===== src/rtl/tbman_regs.sv =====
`default_nettype none
// ============================================================================
// tbman_regs : testbench-manager register page (exit, putc FIFO, status,
//              cycle counter, watchdog timeout, scratch)
// Revision   : 1.0
// ============================================================================
module tbman_regs (
   input  logic        clk,
   input  logic        reset,
   input  logic        cs_n,
   input  logic        we,
   input  logic [11:0] addr,
   input  logic [31:0] wdata,
   output logic [31:0] rdata,
   output logic        putc_valid,
   output logic [7:0]  putc_data,
   input  logic        putc_ready,
   output logic        sim_done,
   output logic        sim_pass,
   output logic [31:0] exit_code
);

   localparam logic [9:0]  c_ofs_exit    = 10'h000;
   localparam logic [9:0]  c_ofs_putc    = 10'h001;
   localparam logic [9:0]  c_ofs_status  = 10'h002;
   localparam logic [9:0]  c_ofs_cycle   = 10'h003;
   localparam logic [9:0]  c_ofs_timeout = 10'h004;
   localparam logic [9:0]  c_ofs_scratch = 10'h005;
   localparam logic [31:0] c_wd_code     = 32'hDEAD_0001;
   localparam logic [3:0]  c_depth       = 4'd8;

   logic [7:0]  fifo_q [0:7];
   logic [7:0]  fifo_d [0:7];
   logic [2:0]  wr_ptr_q, wr_ptr_d;
   logic [2:0]  rd_ptr_q, rd_ptr_d;
   logic [3:0]  count_q, count_d;
   logic        ovf_q, ovf_d;
   logic        done_q, done_d;
   logic        pass_q, pass_d;
   logic [31:0] exit_q, exit_d;
   logic [31:0] cycle_q, cycle_d;
   logic [31:0] timeout_q, timeout_d;
   logic [31:0] scratch_q, scratch_d;

   logic [9:0]  w_word;
   logic        w_wr;
   logic        w_full;
   logic        w_empty;
   logic        w_pop;
   logic        w_push_req;
   logic        w_push;
   logic        w_ovf_set;
   logic        w_ovf_clr;
   logic        w_exit_wr;
   logic        w_wd_fire;
   logic        w_unused_addr;

   assign w_word        = addr[11:2];
   assign w_unused_addr = ^addr[1:0];
   assign w_wr          = !cs_n && we;
   assign w_full        = (count_q == c_depth);
   assign w_empty       = (count_q == 4'd0);
   assign w_pop         = !w_empty && putc_ready;
   assign w_push_req    = w_wr && (w_word == c_ofs_putc);
   // A full FIFO still takes the byte when the head leaves on the same edge.
   assign w_push        = w_push_req && (!w_full || w_pop);
   assign w_ovf_set     = w_push_req && w_full && !w_pop;
   assign w_ovf_clr     = w_wr && (w_word == c_ofs_status) && wdata[8];
   assign w_exit_wr     = w_wr && (w_word == c_ofs_exit) && !done_q;
   assign w_wd_fire     = (timeout_q != 32'd0) && !done_q && (cycle_q == timeout_q);

   assign putc_valid = !w_empty;
   assign putc_data  = fifo_q[rd_ptr_q];
   assign sim_done   = done_q;
   assign sim_pass   = pass_q;
   assign exit_code  = exit_q;

   always_comb begin
      rdata = 32'd0;
      if (!cs_n) begin
         case (w_word)
            c_ofs_status:  rdata = {23'd0, ovf_q, count_q, w_full, w_empty, pass_q, done_q};
            c_ofs_cycle:   rdata = cycle_q;
            c_ofs_timeout: rdata = timeout_q;
            c_ofs_scratch: rdata = scratch_q;
            default:       rdata = 32'd0;
         endcase
      end
   end

   always_comb begin
      fifo_d    = fifo_q;
      wr_ptr_d  = wr_ptr_q;
      rd_ptr_d  = rd_ptr_q;
      count_d   = count_q;
      ovf_d     = ovf_q;
      done_d    = done_q;
      pass_d    = pass_q;
      exit_d    = exit_q;
      cycle_d   = cycle_q;
      timeout_d = timeout_q;
      scratch_d = scratch_q;

      if (w_pop) begin
         rd_ptr_d = rd_ptr_q + 3'd1;
      end
      if (w_push) begin
         fifo_d[wr_ptr_q] = wdata[7:0];
         wr_ptr_d         = wr_ptr_q + 3'd1;
      end
      case ({w_push, w_pop})
         2'b10:   count_d = count_q + 4'd1;
         2'b01:   count_d = count_q - 4'd1;
         default: count_d = count_q;
      endcase

      // Set dominates clear so a coincident overflow is never lost.
      if (w_ovf_set) begin
         ovf_d = 1'b1;
      end else if (w_ovf_clr) begin
         ovf_d = 1'b0;
      end

      if (w_exit_wr) begin
         done_d = 1'b1;
         pass_d = (wdata == 32'd0);
         exit_d = wdata;
      end else if (w_wd_fire) begin
         done_d = 1'b1;
         pass_d = 1'b0;
         exit_d = c_wd_code;
      end

      // Holding on expiry leaves CYCLE reading exactly the timeout value.
      if (!done_q && !w_wd_fire) begin
         cycle_d = cycle_q + 32'd1;
      end

      if (w_wr && (w_word == c_ofs_timeout)) begin
         timeout_d = wdata;
      end
      if (w_wr && (w_word == c_ofs_scratch)) begin
         scratch_d = wdata;
      end
   end

   always_ff @(posedge clk or posedge reset) begin
      if (reset) begin
         for (int i = 0; i < 8; i++) begin
            fifo_q[i] <= 8'd0;
         end
         wr_ptr_q  <= 3'd0;
         rd_ptr_q  <= 3'd0;
         count_q   <= 4'd0;
         ovf_q     <= 1'b0;
         done_q    <= 1'b0;
         pass_q    <= 1'b0;
         exit_q    <= 32'd0;
         cycle_q   <= 32'd0;
         timeout_q <= 32'd0;
         scratch_q <= 32'd0;
      end else begin
         fifo_q    <= fifo_d;
         wr_ptr_q  <= wr_ptr_d;
         rd_ptr_q  <= rd_ptr_d;
         count_q   <= count_d;
         ovf_q     <= ovf_d;
         done_q    <= done_d;
         pass_q    <= pass_d;
         exit_q    <= exit_d;
         cycle_q   <= cycle_d;
         timeout_q <= timeout_d;
         scratch_q <= scratch_d;
      end
   end

endmodule
`default_nettype wire


===== config.mk =====
export PLATFORM = sky130hd
export DESIGN_NAME = tbman_regs
export DESIGN_NICKNAME = d
export VERILOG_FILES = /design/src/rtl/tbman_regs.sv
export SDC_FILE = /design/constraint.sdc
export NUM_CORES = 1
export LEC_CHECK = 0
export CAP_MARGIN = 20
export CORE_MARGIN = 2
export CORE_UTILIZATION = 50
export CTS_CLUSTER_DIAMETER = 200
export CTS_CLUSTER_SIZE = 14
export DETAILED_ROUTE_END_ITERATION = 10
export GPL_TIMING_DRIVEN = 0
export PLACE_DENSITY = 0.8
export SLEW_MARGIN = 30
export SYNTH_ARGS = -nofsm -noshare
export SYNTH_HDL_FRONTEND = slang
export SYNTH_SLANG_ARGS = --single-unit

===== constraint.sdc =====
create_clock -name clk -period 20 [get_ports clk]
set_input_delay 6 -clock clk [delete_from_list [all_inputs] [get_ports clk]]
set_output_delay 6 -clock clk [all_outputs]
set_load 0.05 [all_outputs]

Word level (Yosys, flattened, before mapping)
Cells that the tools add are included.

RAM bits: 0. Bits in latches: 0. Memory bits (read-only): 0. Word-level logic and storage cells: 84. Memories kept: 0. Input bits: 49. Flip-flop bits (word level): 205. Output and inout bits: 75.

Magnitude comparators: 3. Muxes and demuxes: 17. $mul: 0. Eq/ne operators: 9. Div/mod/pow operators: 0. Bitwise gates (word level): 2. Shift-type cells: 0. Reduce and logical (&&, ||, !) cells: 30. Add/sub/neg operators: 5.

Operators with widths (number): case mux 32 bit (4 select lines) (1); two-way mux 32 bit (3); bitwise mux 64 bit (1); adder 32 x 1 -> 32 bit, second input constant (1); equality test 32 bit (1); zero test 32 bit (1); nonzero test 32 bit (1); binary-select mux 8 bit (select 3 bit) (1); demux 8 bit (select 3 bit) (1); two-way mux 8 bit (3); equality test 10 x 2 -> 1 bit, second input constant (2); equality test 10 x 3 -> 1 bit, second input constant (2); logical AND 1 bit (16); equality test 10 x 1 -> 1 bit, second input constant (1); zero test 10 bit (1); >= comparator 4 bit, second input constant (2); NOT 3 -> 4 bit (2); case mux 4 bit (2 select lines) (1); adder 3 x 1 -> 3 bit, second input constant (2); zero test 1 bit (6); two-way mux 1 bit (6); nonzero test 2 bit (3); adder 4 x 1 -> 4 bit, second input constant (1); equality test 4 bit, second input constant (1); 6 further kinds (6).

Depth between registers and ports, before layout
Gate-level depths: netlist of the first run.

Word-level depth: 7. Mapped depth: 11.

Least setup slack after synthesis of the first run
No wires, ideal clock.

Path kind: input port to output port. Start: input addr[11]. End: output rdata[6]. Arrival time: 8.300 ns. Buffers on the path: 1. Setup slack: 5.700 ns. Stages on the path: 6. Cells stage by stage: or3_1 or3b_2 nor2_1 clkbuf_1 a222oi_1 a21oi_1.

Word-level cells in the longest chain between the ends: 3. Elaborated cells between the ends (all ways): 6. Those cells by class: eq/ne (4); mux (2).

Ends and longest elaborated chain: start, declared (RTL line 12) `input logic [11:0] addr,`; equality test 10 x 3 -> 1 bit or equality test 10 x 2 -> 1 bit (tied branches) (RTL line 81) `case (w_word)`; case mux 32 bit (4 select lines) * (RTL line 81); two-way mux 32 bit * (RTL line 80) `if (!cs_n) begin`; end, declared (RTL line 14) `output logic [31:0] rdata,`.

Mark *: on every way between the ends. The rest lies on a longest branch, timed or not.

Worst setup path after layout of the first run
Same ends and word-level chain as after synthesis.

==> results of run 1 <==
[worst paths after layout]
kind | endpoint
max reg2reg | cycle_q[8]
min in group asynchronous | exit_code[10]
min | fifo_q[43]
min reg2reg | fifo_q[43]
max in group asynchronous | fifo_q[5]
max | rdata[6]
[sequential cells by signal, summed over array words and instances (netlist names)]
name       flops
fifo_q        64
count_q        4
sim_pass       1
timeout_q     32
sim_done       1
wr_ptr_q       3
cycle_q       32
rd_ptr_q       3
exit_code     32
scratch_q     32
ovf_q          1
[per-layer routing]
| metal | up-vias | track usage | routed length (µm) |
|---|---|---|---|
| li1 | 3354 | - | - |
| met1 | 3855 | 0.386 | 12200 |
| met2 | 356 | 0.383 | 12100 |
| met3 | 39 | 0.0714 | 2640 |
| met4 | 2 | 0.0534 | 446 |
| met5 | - | 0 | 13 |
[final cells by class]
cell class	count	share of cell area
clock buffers	18	0.0373
multi-input cells	574	0.382
plain buffers	58	0.0193
flip-flops and latches	205	0.425
repair buffers	122	0.104
clock inverters	2	0.00311
well taps	265	0.0275
inverters	4	0.00207
[cell usage after synthesis, drive strengths merged (4+ instances only)]
master  count  area share
buf        14      0.0066
mux4       16       0.036
nor2       41       0.016
nand3      14      0.0070
nand4      10      0.0063
nor2b       8      0.0050
nor4       42       0.030
nand2b      5      0.0031
mux2      139        0.16
ha          6      0.0075
dfrtp     205        0.51
nand2      91       0.034
clkbuf     44       0.017
nor4b       7      0.0068
a21oi      11      0.0055
nor3       26       0.019
inv         4      0.0018
o21ai      32       0.016
xnor2       6      0.0053
xor2       64       0.056
a222oi     32       0.032
[worst max-delay path, stage by stage]
cell	delay, ns
clkdlybuf4s50_1	0.42
or3_1	0.38
or3b_2	0.49
nor2_1	0.34
clkbuf_1	0.47
a222oi_1	0.21
a21oi_1	0.30
clkdlybuf4s50_1	0.86
[cell families (layout without fill, tap and decap cells)]
kind of cell / Yosys count / count (layout) / synth area share
compound gates: 80 / 80 / 0.0579
xor+xnor: 70 / 70 / 0.0614
fa+ha+maj: 6 / 6 / 0.00752
buf+inv: 62 / 204 / 0.0251
flops: 205 / 205 / 0.514
mux: 155 / 155 / 0.193
simple gates: 263 / 263 / 0.141
[per-stage QoR]
| step | power, W | hold WS, ns | setup slack [ns] | utilization | instance area (µm²) |
|---|---|---|---|---|---|
| global route | 0.000881 | 0.517 | 4.42 | 0.618 | 12100 |
| floorplan | 0.000508 | 0.452 | 5.70 | - | 9980 |
| detailed placement | 0.000545 | 0.475 | 4.58 | 0.593 | 11600 |
| global placement | 0.000541 | 0.470 | 4.62 | 0.590 | 11500 |
| finish | 0.000850 | 0.488 | 4.52 | 0.618 | 12100 |
| CTS | 0.000856 | 0.489 | 4.57 | 0.618 | 12100 |
[report_power, final]
group / leakage (nW) / internal, W / switching [W] / total [W]
clock: 0.233 / 0.000163 / 0.000151 / 0.000314
combinational: 2.46 / 0.0000446 / 0.0000608 / 0.000105
sequential: 2.84 / 0.000423 / 0.00000667 / 0.000430
total: 5.54 / 0.000631 / 0.000219 / 0.000850
==> results.md, run 1 <==
- Per-cell routed wire length: approximately 22 µm
- Kind of critical path: in -> out
- LEAKAGE: about 5.5 nW
- Clock Tree Buf Depth: 3
- Hold-critical path depth: 1
- First-pass GRT wire length: 43500 µm
- Area of the mapped netlist: about 0.010 mm²
- HPWL Detailed: around 20000 µm
- CP max FO: 10
- RSZ-0062 raised after global routing: no
- Post-synth EDFFs: 0
- Fin cells: 1248
- Initial Utilization: 0.511
- Clock skew: 0.0168 ns
- Area of the core: around 0.02 mm²
- Number of port buffers: between 100 and 150
- Initial antenna violation count: 1
- Clk Latency, worst-skew pair: about 0.51 ns
- RePlAce Congestion: between 0.9 and 1
- Cts bufs inserted: 18
- Most frequent cells in the layout: dfrtp_1, mux2_2, clkdlybuf4s50_1
- Maxcap violations: 0
- Commonest non-fill, non-tap cell in the layout: dfrtp_1
- Post-Place Cells: approximately 1200
- I/O pin count: ~120
- Resized Gates After CTS: 0
- Power density over the cells: around 70 mW/mm²
- TritonRoute pass-1 iters: 8
- Antenna viol nets, final: 0
- Clock Tree Root: clkbuf_16
- Worst min path class: reg -> reg
- Post-synthesis register bit count: between 200 and 250
- Setup violations, final: 0
- Synth Warn #: 0
- Post-CTS Setup Bufs: 0
- Cell depth of the worst flop-to-flop path: 7
- Row count: 51
- Count of pins over their slew limit: 0
- Avg Inst Size Synth: ~12 µm²
- Area delta synth->final: 20.9%
- Worst path required time: between 10 and 15 ns
- Max Clock Freq: ~65 MHz
- GRT overflow: 0
- CP Capture Type: output port
- DRC: 0
- Multi-input gate area: around 0.0046 mm²
- Synthesized instance count: approximately 840
- Maximum VDD drop: approximately 0.044 mV
- Final Hold Fails: 0
- Chip Height: approximately 150 µm
- Vias: between 7000 and 8000
- Tmin final: 15.48 ns
- Die X-Extent: around 150 µm
- Hold_buf cts: 0
- Iteration-0 DRC Markers: between 800 and 900
- Actual slew at the worst max-slew pin: between 0.9 and 1 ns
- Netlist cell types: 47
- Slew headroom: 0.364
- Hold Startpoint: fifo_q[43]
- Setup_tns: 0 ns
- Worst R2R Start: sim_done
- Largest net degree at the start of global routing: 78
- Layout cells sized above 1: 0.207
- Sequential fraction of the synthesis area: 0.514
- Drt total wl: about 27000 µm
- Post-synthesis async set-or-reset flop share: 1.00
- Nature of the critical path startpoint: input port
- Fillers: roughly 1600
- Vias in the first global route: 7613
- Worst-path clk slew: about 0.06 ns
- Ant. Diodes: 0
- CTS tree: done
- Vias/cell: roughly 6.1
- FF+latch area: ~0.005 mm²
- Worst endpoint data arrival time: about 9.5 ns
- Die ar.: 0.0211 mm²
- Final net count: 1038
- H-tree Lvls: 1
- Clock Sink Count: 205
- Dominant synthesized flop cell: dfrtp_1
- Post-synth net total: between 800 and 900
- All-layer global routing usage: 0.260
- Status: finished, final reports clean
- R2r setup slk: ~17 ns
- Final worst-path cycle share: 0.774
- Critical path startpoint: addr[11]
(Power assumes the default switching activity.)
==> inputs of run 2 (changes only) <==
==> constraint.sdc (replaced) <==
create_clock -name clk -period 16.1 [get_ports clk]
set_input_delay 4.83 -clock clk [delete_from_list [all_inputs] [get_ports clk]]
set_output_delay 4.83 -clock clk [all_outputs]
set_load 0.05 [all_outputs]
==> results of run 2 <==
Same layout as run 1 (identical final DEF). Status: finished, final reports clean.
Among the figures that moved: setup slack after placement 4.58 ns -> 3.02 ns; setup slack after layout 4.52 ns -> 2.96 ns; register-to-register setup slack 16.99 ns -> 13.09 ns; total power 0.000850 W -> 0.00106 W; worst IR drop on VDD 0.0440 mV -> 0.0547 mV
==> inputs of run 3 (changes only) <==
==> constraint.sdc (replaced) <==
create_clock -name clk -period 13.47 [get_ports clk]
set_input_delay 4.041 -clock clk [delete_from_list [all_inputs] [get_ports clk]]
set_output_delay 4.041 -clock clk [all_outputs]
set_load 0.05 [all_outputs]
==> results of run 3 <==
Same layout as run 1 (identical final DEF). Status: finished, final reports clean.
Among the figures that moved: setup slack after placement 4.58 ns -> 1.97 ns; setup slack after layout 4.52 ns -> 1.91 ns; register-to-register setup slack 16.99 ns -> 10.46 ns; total power 0.000850 W -> 0.00126 W; worst IR drop on VDD 0.0440 mV -> 0.0654 mV
